**config.mk**
```make
export PLATFORM = sky130hd
export DESIGN_NAME = inst_issuer
export DESIGN_NICKNAME = d
export VERILOG_FILES = /design/src/rtl/inst_issuer_pkg.sv /design/src/rtl/issuer_fifo.sv /design/src/rtl/inst_issuer.sv
export SDC_FILE = /design/constraint.sdc
export NUM_CORES = 1
export LEC_CHECK = 0
export CAP_MARGIN = 25
export CORE_AREA = 2 2 160 162
export CTS_CLUSTER_DIAMETER = 30
export DETAILED_ROUTE_END_ITERATION = 6
export DIE_AREA = 0 0 162 164
export PLACE_DENSITY = 0.87
export SYNTH_ARGS = -nofsm -noshare
export SYNTH_HDL_FRONTEND = slang
export SYNTH_SLANG_ARGS = --single-unit
```
**constraint.sdc**
```tcl
create_clock -name clock -period 3.44 [get_ports clock]
set_clock_uncertainty 0.1 [all_clocks]
set_input_delay 0.688 -clock clock [delete_from_list [all_inputs] [get_ports clock]]
set_output_delay 0.688 -clock clock [all_outputs]
set_load 0.05 [all_outputs]
```
**src/rtl/inst_issuer_pkg.sv**
```systemverilog
// Shared instruction types and the issuer FSM state encoding.
package inst_issuer_pkg;

   typedef logic [5:0]  t_opcode;
   typedef logic [15:0] t_data;
   typedef logic [4:0]  t_reg_name;

   typedef struct packed {
      t_opcode   opcode;
      t_data     imm;
      t_reg_name src1;
      t_reg_name src2;
      t_reg_name dst;
   } t_inst;

   typedef enum logic [1:0] {IDLE, ISSUE, GAP, RSTP} t_issue_state;

endpackage

```
**src/rtl/issuer_fifo.sv**
```systemverilog
// Instruction buffer: power-of-two circular FIFO with occupancy count.
module issuer_fifo
   import inst_issuer_pkg::*;
#(
   parameter int FIFO_DEPTH = 8
)(
   input  logic                          clock,
   input  logic                          reset,
   input  logic                          push,
   input  t_inst                         push_data,
   input  logic                          pop,
   output t_inst                         pop_data,
   output logic                          full,
   output logic                          empty,
   output logic [$clog2(FIFO_DEPTH):0]   count
);

   localparam int AW = $clog2(FIFO_DEPTH);
   localparam logic [AW:0] FULL_CNT = (AW+1)'(FIFO_DEPTH);

   logic [AW-1:0] wr_ptr, rd_ptr;
   t_inst         mem [FIFO_DEPTH];
   logic          do_push, do_pop;

   assign full     = (count == FULL_CNT);
   assign empty    = (count == '0);
   assign do_push  = push && !full;
   assign do_pop   = pop && !empty;
   assign pop_data = mem[rd_ptr];

   // NOTE: storage has no reset; the count alone decides which entries are valid.
   always_ff @(posedge clock) begin
      if (do_push) mem[wr_ptr] <= push_data;
   end

   // NOTE: all state updates use <= so every flop samples pre-edge values.
   always_ff @(posedge clock or negedge reset) begin
      if (!reset) begin
         wr_ptr <= '0;
         rd_ptr <= '0;
         count  <= '0;
      end else begin
         if (do_push) wr_ptr <= wr_ptr + AW'(1);
         if (do_pop)  rd_ptr <= rd_ptr + AW'(1);
         case ({do_push, do_pop})
            2'b10:   count <= count + (AW+1)'(1);
            2'b01:   count <= count - (AW+1)'(1);
            default: count <= count;
         endcase
      end
   end

endmodule

```
**src/rtl/inst_issuer.sv**
```systemverilog
// Drains the instruction buffer onto the machine bus with optional idle gaps,
// halt, and a machine-reset pulse generator.
module inst_issuer
   import inst_issuer_pkg::*;
#(
   parameter int FIFO_DEPTH = 8,
   parameter int RST_CYCLES = 2,
   parameter int GAP_W      = 4
)(
   input  logic                         clock,
   input  logic                         reset,
   input  logic                         host_valid,
   output logic                         host_ready,
   input  t_opcode                      host_opcode,
   input  t_data                        host_imm,
   input  t_reg_name                    host_src1,
   input  t_reg_name                    host_src2,
   input  t_reg_name                    host_dst,
   input  logic [GAP_W-1:0]             gap,
   input  logic                         halt,
   input  logic                         mc_rst_req,
   output logic                         mc_reset,
   output logic                         instv,
   output t_opcode                      opcode,
   output t_data                        imm,
   output t_reg_name                    src1,
   output t_reg_name                    src2,
   output t_reg_name                    dst,
   output logic [$clog2(FIFO_DEPTH):0]  count,
   output logic                         busy
);

   localparam int CW = $clog2(FIFO_DEPTH);
   localparam int RW = (RST_CYCLES > 1) ? $clog2(RST_CYCLES) : 1;

   logic             rst_meta, rst_n_sync;
   t_issue_state     state, next_state;
   logic [GAP_W-1:0] gap_cnt;
   logic [RW-1:0]    rst_cnt;
   logic             push, pop, fire, more_ready;
   logic             fifo_full, fifo_empty;
   t_inst            push_data, head;

   // Assertion reaches every flop at once; release is retimed to the clock.
   always_ff @(posedge clock or negedge reset) begin
      if (!reset) {rst_meta, rst_n_sync} <= 2'b00;
      else        {rst_meta, rst_n_sync} <= {1'b1, rst_meta};
   end

   assign push_data  = '{opcode: host_opcode, imm: host_imm, src1: host_src1,
                         src2: host_src2, dst: host_dst};
   assign host_ready = !fifo_full;
   assign push       = host_valid && host_ready;
   assign pop        = (state == ISSUE) && !fifo_empty;
   assign fire       = pop && !mc_rst_req;
   // After this cycle's pop, is another entry (old or arriving) available?
   assign more_ready = !halt && ((count > (CW+1)'(1)) || push);

   issuer_fifo #(.FIFO_DEPTH(FIFO_DEPTH)) u_fifo (
      .clock     (clock),
      .reset     (rst_n_sync),
      .push      (push),
      .push_data (push_data),
      .pop       (pop),
      .pop_data  (head),
      .full      (fifo_full),
      .empty     (fifo_empty),
      .count     (count)
   );

   always_ff @(posedge clock or negedge rst_n_sync) begin
      if (!rst_n_sync) state <= IDLE;
      else             state <= next_state;
   end

   // NOTE: next_state gets a default first so no path leaves it unassigned (no latch).
   always_comb begin
      next_state = state;
      unique case (state)
         IDLE:  if (count != '0 && !halt) next_state = ISSUE;
         ISSUE: if (gap != '0)            next_state = GAP;
                else if (more_ready)      next_state = ISSUE;
                else                      next_state = IDLE;
         GAP:   if (gap_cnt <= GAP_W'(1))
                   next_state = (count != '0 && !halt) ? ISSUE : IDLE;
         RSTP:  if (rst_cnt == '0)        next_state = IDLE;
      endcase
      if (mc_rst_req) next_state = RSTP;
   end

   always_comb begin
      mc_reset = (state == RSTP);
      busy     = (state != IDLE) || (count != '0);
   end

   always_ff @(posedge clock or negedge rst_n_sync) begin
      if (!rst_n_sync) begin
         gap_cnt <= '0;
         rst_cnt <= '0;
      end else begin
         if (state == RSTP)                     gap_cnt <= '0;
         else if (state == ISSUE)               gap_cnt <= gap;
         else if (state == GAP && gap_cnt != '0) gap_cnt <= gap_cnt - GAP_W'(1);

         if (mc_rst_req)                          rst_cnt <= RW'(RST_CYCLES - 1);
         else if (state == RSTP && rst_cnt != '0) rst_cnt <= rst_cnt - RW'(1);
      end
   end

   // Fields only load on a real issue, so they hold the last instruction otherwise.
   always_ff @(posedge clock or negedge rst_n_sync) begin
      if (!rst_n_sync) begin
         instv  <= 1'b0;
         opcode <= '0;
         imm    <= '0;
         src1   <= '0;
         src2   <= '0;
         dst    <= '0;
      end else begin
         instv <= fire;
         if (fire) begin
            opcode <= head.opcode;
            imm    <= head.imm;
            src1   <= head.src1;
            src2   <= head.src2;
            dst    <= head.dst;
         end
      end
   end

endmodule

```
==> qor.txt, run 1 <==
CP Buf/Inv Count: 2
HPWL after detailed placement: 16,600 um
Arr. time, crit path: 2400 ps
reg2reg setup slack: 800 ps
drc violations: 0
utilization after layout: 69.9%
FF+latch count, synth: 353
maxcap violations: 0
Slowest Stage Delay on Critical Path: 850 ps
Critical Path Stages: 4
Rows: 58
Clk network pwr share: 33.4%
worst path cell trace: inv_1, ha_1, nand3b_1, clkdlybuf4s50_1
number of distinct library cells after synthesis: 44
Reg clk slew, reported paths: 50 ps
total grt overflow: 0
P_sw: 5.87 mW
async set-reset flop share out of synthesis: 16.1%
DIE WIDTH: 162 um
share of cells above drive strength 1: 24.6%
register area: 10,300 sq um
Synthesized Nets: 852
CTS resizes: 0
clk_lat worst skew: 580 ps
Vias/cell: 6.29
multi-input logic area: 3490 sq um
static leakage: 6.15 nW
CP max FO: 7
Worst Setup End Kind: output port
Worst Reg-to-Reg Cells: 8
cell family contributing the most delay on the critical path: buffers and inverters
area leader, netlist: edfxtp_1
crit path setup slack, layout: 252 ps
Max Slew Vio Count: 0
Hold Path Class: in -> async
H-tree depth: 2
Die H: 164 um
synth top area cells: edfxtp_1, dfrtp_1, mux2_2
port bufs: 90
hold_buf cts: 0
CTS tree: done
CTS Buf Count: 55
final wirelength: 31,800 um
CTS sink count: 353
DR WL/cell: 24.6 um
slew margin rel.: 26.7%
Crit-path slowest cell: clkdlybuf4s50_1
Net count, final: 969
clock root cell: clkbuf_16
period utilisation layout: 92.7%
switching fraction of total power: 34.7%
worst r2r src: u_fifo.count[0]$_DFFE_PN0P_
share of the synthesized area in the top cell type: 63.4%
P per Cell Area: 974 nW/um^2
Setup WS pre-CTS: 557 ps
core box area: 24,800 sq um
Avg Cell Area, Syn: 17.6 sq um
Initial Utilization: 56.5%
Worst Setup Start Kind: flop
first-pass GRT wire length: 47,900 um
Post-synth top cells: edfxtp_1, mux2_2, mux2i_1, dfrtp_1, o31ai_1
die footprint: 26,600 sq um
Post-CTS Setup Bufs: 0
commonest register cell after synthesis: edfxtp_1
via count: 8,117
kind of critical path: reg -> out
initial antenna violation count: 0
Final Hold Fails: 0
measured slew at the worst slew-check pin: 1100 ps
cells after synthesis: 797
P&R area growth vs syn: 23.8%
1st-iter DRT viols: 963
sequential power share: 36.2%
Synth Warn #: 0
Antenna Nets Post-Route: 0
most frequent cell after synthesis: edfxtp_1
largest net degree at the start of global routing: 55
# fillers: 1,387
Mapped Area: 14,000 sq um
IO Count: 91
Clock Path Buffers: 3
register area share after synthesis: 73.5%
TritonRoute pass-1 iters: 5
Post-synth EDFFs: 296
setup violators final: 0
internal power: 11.0 mW
Worst IR Drop VDD: 0.640 mV
routability cong.: 0.769
Diodes inserted: 0
RSZ-0062 raised after global routing: no
Fmax: 314 MHz
vias in the first global route: 8,291
fin crit period: 3190 ps
Req. time, crit path: 2650 ps
Tot GR Track Use: 23.9%
worst r2r dst: u_fifo.count[3]$_DFFE_PN0P_
outcome: completed
Gate power share: 30.4%
==> layout make-up <==
class | instances | area share (%)
repair buffers | 112 | 6.66
well taps | 330 | 2.38
multi-input cells | 381 | 20.1
inverters | 11 | 0.238
clock inverters | 38 | 2.41
clock buffers | 66 | 8.76
flip-flops and latches | 353 | 59.5
==> cells in the final DEF (no fill, tap or decap), types with 2 or more instances in the layout <==
| master | instances |
|---|---|
| nand2_1 | 7 |
| clkinvlp_4 | 7 |
| clkdlybuf4s50_1 | 89 |
| nand3_1 | 2 |
| a22o_1 | 37 |
| clkbuf_1 | 4 |
| inv_8 | 2 |
| nor2_4 | 6 |
| nand2b_1 | 5 |
| inv_6 | 10 |
| mux2i_1 | 76 |
| inv_1 | 11 |
| clkinv_2 | 5 |
| clkbuf_16 | 58 |
| buf_4 | 15 |
| o22ai_1 | 39 |
| ha_1 | 9 |
| nor2_1 | 6 |
| nor3_4 | 2 |
| o31ai_2 | 19 |
| xor2_1 | 4 |
| xnor2_1 | 5 |
| o32ai_1 | 2 |
| dfrtp_2 | 2 |
| nor4_1 | 2 |
| dfrtp_1 | 54 |
| a21oi_1 | 3 |
| clkbuf_8 | 4 |
| buf_12 | 6 |
| clkinv_4 | 6 |
| edfxtp_1 | 296 |
| bufinv_16 | 4 |
| mux2_2 | 78 |
| nand3b_1 | 2 |
| or3_1 | 3 |
| o31ai_1 | 55 |
| clkinv_1 | 2 |
==> state kept, by name (all words and copies together) (netlist names) <==
signal and count:
gap_cnt 4, src1 5, u_fifo.count 4, u_fifo.wr_ptr 3
instv 1, state 2, imm 16, rst_meta 1
u_fifo.rd_ptr 3, dst 5, rst_cnt 1, u_fifo.mem 296
rst_n_sync 1, src2 5, opcode 6
==> worst max path at each step <==
stage	startpoint	to	slack, ps
2_1_floorplan	u_fifo.count[0]$_DFFE_PN0P_	u_fifo.mem[4][0]$_DFFE_PP_	-470
4_1_cts	u_fifo.count[0]$_DFFE_PN0P_	busy	250
6_report	u_fifo.count[0]$_DFFE_PN0P_	host_ready	250
3_3_place_gp	host_valid	u_fifo.mem[2][29]$_DFFE_PP_	620
5_1_grt	u_fifo.count[0]$_DFFE_PN0P_	busy	120
3_5_place_dp	host_valid	u_fifo.mem[2][15]$_DFFE_PP_	560
==> layer usage <==
| layer | global-route usage, % | wire length [um] | vias to the layer above |
|---|---|---|---|
| li1 | - | - | 3448 |
| met1 | 32.2 | 12300 | 4080 |
| met2 | 38.8 | 15700 | 519 |
| met3 | 5.28 | 3060 | 70 |
| met4 | 8.89 | 652 | 0 |
| met5 | 0 | 0 | - |
==> worst register-to-register path: cells and delay by family (launching register included) <==
kind | cells | cell delay, ps
XOR/XNOR | 1 | 160
buffers and inverters | 1 | 70
AND/OR/NAND/NOR | 3 | 1030
AO/OA/AOI/OAI | 1 | 210
flip-flops | 1 | 460
adder cells (fa/ha/maj) | 2 | 530
==> per-stage QoR <==
step                      instances  TNS (ps)  hold WS (ps)  area (sq um)  power [mW]
after CTS                      1290         0           184         17300        16.9
after global placement         1186         0           242         15400        10.9
final                          1291         0           191         17400        16.9
after detailed placement       1186         0           259         15400        11.1
after floorplan                 797   -126170           231         14000        9.55
after global routing           1291         0           193         17400        17.5
==> power by group through the flow <==
stage                     clock network, mW  registers [mW]  logic (mW)
final                                  5.65            6.12        5.14
after floorplan                           0            6.75        2.80
after CTS                              5.68            6.11        5.09
after global routing                   5.88            6.19        5.40
after global placement                    0            6.11        4.84
after detailed placement                  0            6.15        4.99
==> cell families after synthesis <==
logic type	Yosys count	share of synthesized area, %
flip-flops	353	73.5
AO/OA/AOI/OAI	161	9.28
multiplexers	154	11.7
buffers and inverters	63	2.15
AND/OR/NAND/NOR	47	1.95
adder cells (fa/ha/maj)	9	0.803
XOR/XNOR	9	0.562
other	1	0.0267
Note: power is estimated with default switching activity, not from simulation.
==> inputs of run 2 (changes only) <==
--- a/config.mk
+++ b/config.mk
@@ -10,7 +10,8 @@
 export CTS_CLUSTER_DIAMETER = 30
 export DETAILED_ROUTE_END_ITERATION = 6
 export DIE_AREA = 0 0 162 164
-export PLACE_DENSITY = 0.87
+export PLACE_DENSITY = 0.85
+export REMOVE_ABC_BUFFERS = 1
 export SYNTH_ARGS = -nofsm -noshare
 export SYNTH_HDL_FRONTEND = slang
 export SYNTH_SLANG_ARGS = --single-unit
==> qor.txt, run 2 (synthesized netlist as in run 1, its figures left out) <==
Tot GR Track Use: 25.2% (was 23.9%)
commonest non-fill, non-tap cell in the layout: edfxtp_1 (unchanged)
kind of critical path: reg -> out (unchanged)
clk_lat worst skew: 580 ps (about the same)
largest net degree at the start of global routing: 58 (was 55)
cell family contributing the most delay on the critical path: buffers and inverters (unchanged)
Hold Path Class: in -> async (unchanged)
total grt overflow: 0 (unchanged)
utilization after layout: 70.4% (was 69.9%)
measured slew at the worst slew-check pin: 813 ps (was 1100 ps)
Worst Setup End Kind: output port (unchanged)
Req. time, crit path: 2650 ps (about the same)
1st-iter DRT viols: 1,048 (was 963)
DIE WIDTH: 162 um (unchanged)
period utilisation layout: 93.1% (was 92.7%)
CTS tree: done (unchanged)
CP Buf/Inv Count: 2 (unchanged)
Antenna Nets Post-Route: 0 (unchanged)
clock root cell: clkbuf_16 (unchanged)
CTS Buf Count: 57 (was 55)
die footprint: 26,600 sq um (unchanged)
Arr. time, crit path: 2420 ps (was 2400 ps)
vias in the first global route: 8,634 (was 8,291)
port bufs: 90 (unchanged)
outcome: completed (unchanged)
final wirelength: 33,500 um (was 31,800 um)
HPWL after detailed placement: 16,600 um (about the same)
RSZ-0062 raised after global routing: no (unchanged)
share of cells above drive strength 1: 24.9% (was 24.6%)
most frequent cells in the layout: edfxtp_1, clkdlybuf4s50_1, mux2_2 (unchanged)
Clock Path Buffers: 3 (unchanged)
Final Hold Fails: 0 (unchanged)
first-pass GRT wire length: 50,400 um (was 47,900 um)
Die H: 164 um (unchanged)
# fillers: 1,403 (was 1,387)
H-tree depth: 2 (unchanged)
CP max FO: 7 (unchanged)
Worst Setup Start Kind: flop (unchanged)
drc violations: 0 (unchanged)
P per Cell Area: 991 nW/um^2 (was 974 nW/um^2)
Reg clk slew, reported paths: 50 ps (about the same)
Net count, final: 974 (was 969)
placed cell area: 15,400 sq um (about the same)
Largest regs: u_fifo.mem: 296 flops, imm: 16 flops, opcode: 6 flops (unchanged)
worst path cell trace: inv_1, ha_1, nand3b_1, clkdlybuf4s50_1 (unchanged)
Post-CTS Setup Bufs: 0 (unchanged)
Largest Register: u_fifo.mem (unchanged)
fin crit period: 3200 ps (was 3190 ps)
IO Count: 91 (unchanged)
dpl cells: 1,189 (was 1,186)
CTS resizes: 0 (unchanged)
max reg flops: 296 (unchanged)
maxcap violations: 0 (unchanged)
Non-Filler Instances: 1,299 (was 1,291)
hold_buf cts: 0 (unchanged)
Rows: 58 (unchanged)
static leakage: 6.21 nW (was 6.15 nW)
Fmax: 312 MHz (was 314 MHz)
Slowest Stage Delay on Critical Path: 860 ps (was 850 ps)
P&R area growth vs syn: 24.6% (was 23.8%)
core box area: 24,800 sq um (unchanged)
Max Slew Vio Count: 0 (unchanged)
Worst IR Drop VDD: 0.724 mV (was 0.640 mV)
slew margin rel.: 45.8% (was 26.7%)
Vias/cell: 6.29 (about the same)
design area: 17,500 sq um (was 17,400 sq um)
TritonRoute pass-1 iters: 5 (unchanged)
setup violators final: 0 (unchanged)
via count: 8,166 (was 8,117)
routability cong.: 0.771 (was 0.769)
initial antenna violation count: 1 (was 0)
DR WL/cell: 25.8 um (was 24.6 um)
CTS sink count: 353 (unchanged)
Initial Utilization: 56.5% (unchanged)
Crit-path slowest cell: clkdlybuf4s50_1 (unchanged)
run 2: area by class of cell:
class                      instances  area (sq um)  area share [%]
antenna                            1          2.50          0.0143
sequential                       353         10300            59.1
clock inverter                    39           505            2.89
tap                              330           413            2.36
timing repair buffer             115          1180            6.75
clock buffer                      69          1530            8.77
inverter                          11          41.3           0.236
multi-input combinational        381          3480            19.9
run 2: metal layers:
| metal | vias to the layer above | GRT usage [%] | wire, um |
|---|---|---|---|
| met3 | 86 | 5.28 | 2820 |
| met5 | - | 0 | 0 |
| met4 | 0 | 10.2 | 933 |
| met2 | 506 | 42.1 | 16900 |
| met1 | 4122 | 32.7 | 12800 |
| li1 | 3452 | - | - |
run 2: power breakdown:
group / internal, mW / switching (mW) / total (mW)
sequential: 5.52 / 0.605 / 6.12
combinational: 2.02 / 3.22 / 5.24
clock: 3.84 / 2.12 / 5.96
run 2: metrics by stage:
stage | hold WS [ps] | TNS, ps | power (mW) | setup WS (ps)
finish | 188 | 0 | 17.3 | 237
floorplan | 231 | -224380 | 9.52 | -1450
global route | 182 | 0 | 17.9 | 146
detailed placement | 224 | 0 | 11.2 | 571
CTS | 176 | 0 | 17.3 | 239
global placement | 233 | 0 | 11.0 | 649
run 2: final timing paths:
kind                       cells after the start  slack, ps                           end                         from
hold reg to reg                                0        210               instv$_DFF_PN0_         rst_n_sync$_DFF_PN0_
setup / recovery                               4        240                    host_ready  u_fifo.count[0]$_DFFE_PN0P_
setup reg to reg                               6        630    u_fifo.mem[1][2]$_DFFE_PP_  u_fifo.count[0]$_DFFE_PN0P_
min in group clock                             0        250          rst_n_sync$_DFF_PN0_           rst_meta$_DFF_PN0_
hold / removal                                 1        190            rst_meta$_DFF_PN0_                        reset
max in group asynchronous                      1       2050  u_fifo.rd_ptr[2]$_DFFE_PN0P_         rst_n_sync$_DFF_PN0_
